<file path="src/rtl/ysyx_22050039_lsu_pkg.sv">
`default_nettype none
// ============================================================================
//  Module   : ysyx_22050039_lsu_pkg
//  Purpose  : Shared definitions for the load/store unit: op field positions,
//             access size codes, response error codes and FSM state encoding.
//  Revision : 1.0  initial release
// ============================================================================
package ysyx_22050039_lsu_pkg;

  // Bit positions inside req_op
  localparam int OP_STORE    = 3;
  localparam int OP_UNSIGNED = 2;

  // Access size codes, req_op[1:0] = log2(bytes)
  localparam logic [1:0] SIZE_B = 2'd0;
  localparam logic [1:0] SIZE_H = 2'd1;
  localparam logic [1:0] SIZE_W = 2'd2;
  localparam logic [1:0] SIZE_D = 2'd3;

  // Response error codes
  localparam logic [1:0] ERR_OK       = 2'b00;
  localparam logic [1:0] ERR_MISALIGN = 2'b01;
  localparam logic [1:0] ERR_TIMEOUT  = 2'b10;

  typedef enum logic [1:0] {
    S_IDLE = 2'd0,
    S_REQ  = 2'd1,
    S_WAIT = 2'd2,
    S_RESP = 2'd3
  } state_t;

  // Address bits that must be zero for a naturally aligned access of this size
  function automatic logic [2:0] size_lowmask(input logic [1:0] size);
    case (size)
      SIZE_B:  size_lowmask = 3'b000;
      SIZE_H:  size_lowmask = 3'b001;
      SIZE_W:  size_lowmask = 3'b011;
      default: size_lowmask = 3'b111;
    endcase
  endfunction

endpackage
`default_nettype wire

</file>
<file path="src/rtl/ysyx_22050039_lsu_align.sv">
`default_nettype none
// ============================================================================
//  Module   : ysyx_22050039_lsu_align
//  Purpose  : Combinational byte-lane steering for the LSU. Builds the byte
//             enable mask, shifts store data onto its lanes and extracts /
//             extends load data from a full-word memory read.
//  Ports    : i_off       byte offset inside the memory word
//             i_size      log2 access bytes
//             i_unsigned  zero-extend loads when set
//             i_wdata     store data, LSB-justified
//             i_rdata     full-word read data
//             o_wmask     byte enables
//             o_wdata_sh  store data on its byte lanes
//             o_rdata_ext aligned and extended load data
//  Revision : 1.0  initial release
// ============================================================================
module ysyx_22050039_lsu_align
  import ysyx_22050039_lsu_pkg::*;
#(
  parameter  int XLEN  = 64,
  localparam int MW    = XLEN / 8,
  localparam int OFF_W = $clog2(MW)
) (
  input  logic [OFF_W-1:0] i_off,
  input  logic [1:0]       i_size,
  input  logic             i_unsigned,
  input  logic [XLEN-1:0]  i_wdata,
  input  logic [XLEN-1:0]  i_rdata,
  output logic [MW-1:0]    o_wmask,
  output logic [XLEN-1:0]  o_wdata_sh,
  output logic [XLEN-1:0]  o_rdata_ext
);

  logic [MW-1:0]   w_mask_base;
  logic [XLEN-1:0] w_shift;
  logic [XLEN-1:0] w_keep;
  logic            w_sign;

  always_comb begin
    w_mask_base = '0;
    w_keep      = '0;
    w_sign      = 1'b0;
    w_shift     = i_rdata >> {i_off, 3'b000};
    case (i_size)
      SIZE_B: begin
        w_mask_base = MW'(1);
        w_keep      = XLEN'(8'hFF);
        w_sign      = w_shift[7];
      end
      SIZE_H: begin
        w_mask_base = MW'(3);
        w_keep      = XLEN'(16'hFFFF);
        w_sign      = w_shift[15];
      end
      SIZE_W: begin
        w_mask_base = MW'(15);
        w_keep      = XLEN'(32'hFFFF_FFFF);
        w_sign      = w_shift[31];
      end
      default: begin
        // Full-width access: nothing above to extend into
        w_mask_base = '1;
        w_keep      = '1;
        w_sign      = 1'b0;
      end
    endcase
    o_wmask     = w_mask_base << i_off;
    o_wdata_sh  = i_wdata << {i_off, 3'b000};
    o_rdata_ext = (w_shift & w_keep) | (~w_keep & {XLEN{w_sign & ~i_unsigned}});
  end

endmodule
`default_nettype wire

</file>
<file path="src/rtl/ysyx_22050039_lsu.sv">
`default_nettype none
// ============================================================================
//  Module   : ysyx_22050039_lsu
//  Purpose  : Multi-cycle load/store unit between EXU and data memory. Accepts
//             one op per handshake, forms addr = base + offset, issues a
//             valid/ready memory request with byte-lane mask, aligns/extends
//             load data and reports misaligned or timed-out accesses.
//             Only one op is in flight at a time.
//  Ports    : clk/rst          clock, asynchronous active-high reset
//             i_req_*/o_req_*  EXU request channel
//             o_resp_*/i_resp_ready  result channel (data, 2-bit error)
//             o_mem_*/i_mem_*  memory request / response channel
//  Revision : 1.0  initial release
// ============================================================================
module ysyx_22050039_lsu
  import ysyx_22050039_lsu_pkg::*;
#(
  parameter  int XLEN    = 64,
  parameter  int TIMEOUT = 255,
  parameter  int CNT_W   = 8,
  localparam int MW      = XLEN / 8,
  localparam int OFF_W   = $clog2(MW)
) (
  input  logic            clk,
  input  logic            rst,
  input  logic            i_req_valid,
  output logic            o_req_ready,
  input  logic [3:0]      i_req_op,
  input  logic [XLEN-1:0] i_req_base,
  input  logic [XLEN-1:0] i_req_offset,
  input  logic [XLEN-1:0] i_req_wdata,
  output logic            o_resp_valid,
  input  logic            i_resp_ready,
  output logic [XLEN-1:0] o_resp_data,
  output logic [1:0]      o_resp_err,
  output logic            o_mem_req_valid,
  input  logic            i_mem_req_ready,
  output logic [XLEN-1:0] o_mem_addr,
  output logic            o_mem_wen,
  output logic [XLEN-1:0] o_mem_wdata,
  output logic [MW-1:0]   o_mem_wmask,
  input  logic            i_mem_rvalid,
  input  logic [XLEN-1:0] i_mem_rdata
);

  state_t            r_state;
  state_t            w_state_next;
  logic [3:0]        r_op;
  logic [XLEN-1:0]   r_addr;
  logic [XLEN-1:0]   r_wdata;
  logic [CNT_W-1:0]  r_cnt;
  logic [XLEN-1:0]   r_resp_data;
  logic [1:0]        r_resp_err;

  logic [XLEN-1:0]   w_addr;
  logic              w_misaligned;
  logic [CNT_W-1:0]  w_cnt_next;
  logic              w_timeout;
  logic [MW-1:0]     w_wmask;
  logic [XLEN-1:0]   w_wdata_sh;
  logic [XLEN-1:0]   w_rdata_ext;

  // Address add wraps naturally at XLEN bits
  assign w_addr       = i_req_base + i_req_offset;
  assign w_misaligned = ((w_addr[2:0] & size_lowmask(i_req_op[1:0])) != 3'b000) ||
                        ((XLEN == 32) && (i_req_op[1:0] == SIZE_D));

  // The cycle being spent now is counted, so the FSM leaves after exactly
  // TIMEOUT cycles in REQ+WAIT.
  assign w_cnt_next = r_cnt + CNT_W'(1);
  assign w_timeout  = (TIMEOUT != 0) && (w_cnt_next == CNT_W'(TIMEOUT));

  ysyx_22050039_lsu_align #(
    .XLEN (XLEN)
  ) u_align (
    .i_off       (r_addr[OFF_W-1:0]),
    .i_size      (r_op[1:0]),
    .i_unsigned  (r_op[OP_UNSIGNED]),
    .i_wdata     (r_wdata),
    .i_rdata     (i_mem_rdata),
    .o_wmask     (w_wmask),
    .o_wdata_sh  (w_wdata_sh),
    .o_rdata_ext (w_rdata_ext)
  );

  // State register
  always_ff @(posedge clk or posedge rst) begin
    if (rst) r_state <= S_IDLE;
    else     r_state <= w_state_next;
  end

  // Next-state logic
  always_comb begin
    w_state_next = r_state;
    case (r_state)
      S_IDLE: if (i_req_valid) w_state_next = w_misaligned ? S_RESP : S_REQ;
      // Timeout takes precedence over a same-cycle request handshake
      S_REQ: begin
        if (w_timeout)            w_state_next = S_RESP;
        else if (i_mem_req_ready) w_state_next = S_WAIT;
      end
      // A response arriving on the final allowed cycle still counts
      S_WAIT: if (i_mem_rvalid || w_timeout) w_state_next = S_RESP;
      S_RESP: if (i_resp_ready) w_state_next = S_IDLE;
      default: w_state_next = S_IDLE;
    endcase
  end

  // Outputs: memory port is driven only while a request is outstanding
  always_comb begin
    o_req_ready     = (r_state == S_IDLE);
    o_resp_valid    = (r_state == S_RESP);
    o_resp_data     = r_resp_data;
    o_resp_err      = r_resp_err;
    o_mem_req_valid = 1'b0;
    o_mem_wen       = 1'b0;
    o_mem_addr      = '0;
    o_mem_wdata     = '0;
    o_mem_wmask     = '0;
    if (r_state == S_REQ) begin
      o_mem_req_valid = 1'b1;
      o_mem_wen       = r_op[OP_STORE];
      o_mem_addr      = {r_addr[XLEN-1:OFF_W], {OFF_W{1'b0}}};
      o_mem_wdata     = w_wdata_sh;
      o_mem_wmask     = w_wmask;
    end
  end

  // Datapath: latched request, timeout counter, response registers
  always_ff @(posedge clk or posedge rst) begin
    if (rst) begin
      r_op        <= '0;
      r_addr      <= '0;
      r_wdata     <= '0;
      r_cnt       <= '0;
      r_resp_data <= '0;
      r_resp_err  <= ERR_OK;
    end else begin
      case (r_state)
        S_IDLE: begin
          if (i_req_valid) begin
            r_op    <= i_req_op;
            r_addr  <= w_addr;
            r_wdata <= i_req_wdata;
            r_cnt   <= '0;
            if (w_misaligned) begin
              r_resp_data <= '0;
              r_resp_err  <= ERR_MISALIGN;
            end
          end
        end
        S_REQ: begin
          r_cnt <= w_cnt_next;
          if (w_timeout) begin
            r_resp_data <= '0;
            r_resp_err  <= ERR_TIMEOUT;
          end
        end
        S_WAIT: begin
          r_cnt <= w_cnt_next;
          if (i_mem_rvalid) begin
            r_resp_data <= r_op[OP_STORE] ? '0 : w_rdata_ext;
            r_resp_err  <= ERR_OK;
          end else if (w_timeout) begin
            r_resp_data <= '0;
            r_resp_err  <= ERR_TIMEOUT;
          end
        end
        default: ;
      endcase
    end
  end

endmodule
`default_nettype wire

</file>
<file path="config.mk">
export PLATFORM = sky130hd
export DESIGN_NAME = ysyx_22050039_lsu
export DESIGN_NICKNAME = d
export VERILOG_FILES = /design/src/rtl/ysyx_22050039_lsu_pkg.sv /design/src/rtl/ysyx_22050039_lsu_align.sv /design/src/rtl/ysyx_22050039_lsu.sv
export SDC_FILE = /design/constraint.sdc
export NUM_CORES = 1
export LEC_CHECK = 0
export CORE_AREA = 2 2 181 183
export CTS_CLUSTER_DIAMETER = 30
export DETAILED_ROUTE_END_ITERATION = 16
export DIE_AREA = 0 0 183 185
export PLACE_DENSITY = 0.86
export REMOVE_ABC_BUFFERS = 1
export SLEW_MARGIN = 20
export SYNTH_ARGS = -nofsm -noshare
export SYNTH_HDL_FRONTEND = slang
export SYNTH_SLANG_ARGS = --single-unit
</file>
<file path="constraint.sdc">
create_clock -name clk -period 12.9 [get_ports clk]
set_clock_uncertainty 0.05 [all_clocks]
set_input_delay 2.58 -clock clk [delete_from_list [all_inputs] [get_ports clk]]
set_output_delay 2.58 -clock clk [all_outputs]
set_load 0.02 [all_outputs]
</file>
==> flow_summary.json <==
{
  "synth_area_leaders": "dfrtp_1 33%, mux4_2 7.0%, mux2_2 6.4%",
  "crit_family": "buffers and inverters",
  "dr.pass1.iters": 6,
  "cts-resized-gates": 0,
  "worstMarginPinSlew_ns": 1.16,
  "ys_seq_elements": 208,
  "min-delay-start": "r_addr[13]",
  "fin_cells": 2612,
  "grt_max_degree": 88,
  "hold_viol_final": 0,
  "intPower_mw": 3.06,
  "dieArea_um2": 33900,
  "dr.first_iter.drc_count": 1374,
  "vias": 16300,
  "cts.sinks": 208,
  "path_common_cell": "buf_4",
  "area_growth_pct": 42.8,
  "p_clk_share_pct": 26.4,
  "peakVddDrop_mv": 0.136,
  "htree_levels": 2,
  "synth_top_cell_by_area": "dfrtp_1",
  "grt_setup_unrepaired": "no",
  "crit_path_max_incr_delay_ns": 0.88,
  "timing.rr.start": "r_addr[0]",
  "synth_cell_types": 69,
  "dpl.hpwl_mm": 42.7,
  "pin_count": 472,
  "grt_pass1_vias": 16600,
  "wl_per_cell_um": 22.8,
  "place.gp.congestion": 1.01,
  "critPathArrivalTime_ns": 4.49,
  "grt_antenna_before_repair": 6,
  "die_w_um": 183,
  "synth_top_area_share_pct": 32.9,
  "synth-edff-count": 0,
  "post-place-ws_ns": 6.36,
  "port_buffers": 468,
  "grt_overflow_total": 0,
  "fin_nets": 2493,
  "cp_num_buf_inv": 4,
  "clockRootBuffer": "clkbuf_16",
  "crit_start": "r_addr[0]",
  "fmax_mhz": 140,
  "yosys_most_used_dff": "dfrtp_1",
  "cp-start-kind": "register",
  "clk_latency_ns": 0.54,
  "path_class": "reg -> out",
  "timing.final.ws_setup_ns": 5.78,
  "start_util_pct": 49.4,
  "p_comb_share_pct": 50.7,
  "synthTopCellsByCount": "208 x dfrtp_1, 200 x nand2_1, 178 x o21ai_0",
  "worstPathMaxFanout": 55,
  "maxSlewViolCount": 0,
  "finalSetupTns_ns": 0,
  "status": "completed",
  "postCtsSetupRepairBufs": 0,
  "hold_buffers": 0,
  "fin_crit_sh_pct": 55.2,
  "cts_buffers": 53,
  "swShare_pct": 41.5,
  "worstSetupEndpointType": "output port",
  "routed_wl_mm": 59.5,
  "switching_power_mw": 2.17,
  "fin_area_um2": 22600,
  "p_per_area_nw_per_um2": 231,
  "critPathSlowestCell": "dfrtp_4",
  "min_path_type": "reg -> reg",
  "power_mw": 5.23,
  "coreArea_um2": 32000,
  "core.rowCount": 66,
  "cp_cell_sequence": "buf_4, buf_4, nor2b_2, buf_4, nand2_1, o21ai_0, mux2i_1, nor2_1, clkdlybuf4s50_1",
  "drive_gt1_share_pct": 12.7,
  "cts_tree": "yes",
  "worstPathRequired_ns": 10.27,
  "synthArstFlopShare_pct": 100,
  "cts_buffer_depth": 3,
  "synth_cells": 1739,
  "die_y_um": 185,
  "post-route-min-period_ns": 7.12,
  "cap_violations": 0,
  "ant_nets": 0,
  "dpl_cell_area_um2": 20700,
  "postSynthAreaPerCell_um2": 9.10,
  "avgViaCountPerCell": 6.25,
  "synth_most_common_cell": "dfrtp_1",
  "path_clk_slew_ns": 0.04,
  "seq_power_share_pct": 22.9,
  "yosysWarningCount": 0,
  "relSlewSlack_pct": 22.6,
  "p_leak_nw": 9.46,
  "grt_pass1_wl_mm": 90.8,
  "drc": 0,
  "dp.cells": 2510,
  "grt_usage_pct": 34.4,
  "syn_area_um2": 15800,
  "setup_violations": 0,
  "seq_area_frac_synth_pct": 32.9
}
placed cells by master, fill, tap and decap left out, types with 6 or more instances in the layout:
| cell type | synthesis | layout |
|---|---|---|
| nor3_1 | 14 | 13 |
| a21o_1 | 32 | 32 |
| o21a_1 | 6 | 6 |
| a22o_1 | 68 | 68 |
| o221ai_1 | 8 | 8 |
| and2_1 | 91 | 90 |
| clkbuf_16 | 0 | 53 |
| clkinv_2 | 0 | 12 |
| clkdlybuf4s50_1 | 0 | 468 |
| a221o_1 | 8 | 8 |
| a22oi_1 | 9 | 9 |
| mux4_2 | 49 | 49 |
| dfrtp_1 | 208 | 205 |
| mux2i_1 | 63 | 63 |
| nor2b_1 | 19 | 18 |
| nand2_1 | 200 | 198 |
| clkbuf_8 | 0 | 11 |
| nor2_1 | 113 | 111 |
| o21bai_1 | 12 | 12 |
| xnor2_1 | 37 | 37 |
| xor2_1 | 26 | 26 |
| o21ai_0 | 178 | 178 |
| buf_4 | 3 | 17 |
| ha_1 | 69 | 68 |
| inv_1 | 30 | 28 |
| a31oi_1 | 14 | 14 |
| and3_1 | 8 | 8 |
| a211oi_1 | 12 | 12 |
| bufinv_16 | 0 | 9 |
| mux2_2 | 90 | 90 |
| diode_2 | 0 | 7 |
| nand4_1 | 19 | 19 |
| nand3_1 | 23 | 23 |
| a21oi_1 | 120 | 119 |
| nand2b_1 | 11 | 11 |
metrics by stage:
| step | hold WS (ns) | util, % |
|---|---|---|
| final | 0.418 | 70.5 |
| after global routing | 0.447 | 70.5 |
| after CTS | 0.422 | 70.5 |
| after detailed placement | 0.413 | 64.6 |
| after global placement | 0.405 | 64.6 |
| after floorplan | 0.392 | - |
worst reg2reg max path: cells and delay by family, from the launching register on:
family / cells / cell delay (ns)
flip-flops: 1 / 0.88
buffers and inverters: 3 / 1.61
AO/OA/AOI/OAI: 4 / 1.37
AND/OR/NAND/NOR: 1 / 0.28
multiplexers: 1 / 0.34
layout make-up:
type,count,area (um2)
timing repair buffer,485,4810
tap,408,510
clock buffer,68,1490
inverter,31,124
sequential,208,5210
multi-input combinational,1378,10100
fill,2378,9440
antenna,7,17.5
clock inverter,27,377
final timing paths:
| check | end | cells past startpoint | slack [ns] |
|---|---|---|---|
| hold / removal | r_addr[13] | 2 | 0.42 |
| hold reg to reg | r_addr[13] | 2 | 0.42 |
| min in group asynchronous | r_wdata[2] | 2 | 2.51 |
| max in group asynchronous | o_resp_data[16] | 3 | 8.95 |
| setup reg to reg | o_resp_data[16] | 9 | 8.30 |
| setup / recovery | o_mem_wdata[53] | 9 | 5.78 |
metal layers:
| layer | global-route usage, % | up-vias | share of wire, % |
|---|---|---|---|
| met2 | 57.8 | 1066 | 47 |
| met4 | 20.4 | 0 | 6.1 |
| met1 | 40.5 | 7798 | 36 |
| met5 | 0 | - | 0 |
| met3 | 7.73 | 237 | 10 |
| li1 | - | 7215 | - |
power groups by stage:
stage | clock network, mW | registers [mW] | logic, mW
6_report | 1.38 | 1.20 | 2.65
2_1_floorplan | 0 | 1.21 | 1.60
5_1_grt | 1.43 | 1.23 | 2.83
4_1_cts | 1.39 | 1.19 | 2.63
3_3_place_gp | 0 | 1.18 | 2.54
3_5_place_dp | 0 | 1.19 | 2.60
sequential cells by signal, summed over array words and instances (netlist names):
name         count
o_resp_err       2
o_resp_data     64
r_wdata         64
r_op             4
r_addr          64
r_cnt            8
r_state          2
kinds of logic (layout without fill, tap and decap cells):
logic type,count (synthesis),count (layout),synth area share (%)
AOI/OAI and AO/OA,523,523,21.4
and+or+nand+nor,517,517,15.3
muxes,202,202,17.4
DFF,208,208,32.9
other,1,10,0.0237
buffers and inverters,155,611,3.86
xor gates and xnor gates,63,63,3.49
adders and majority gates,70,70,5.58
Note: power is estimated with default switching activity, not from simulation.
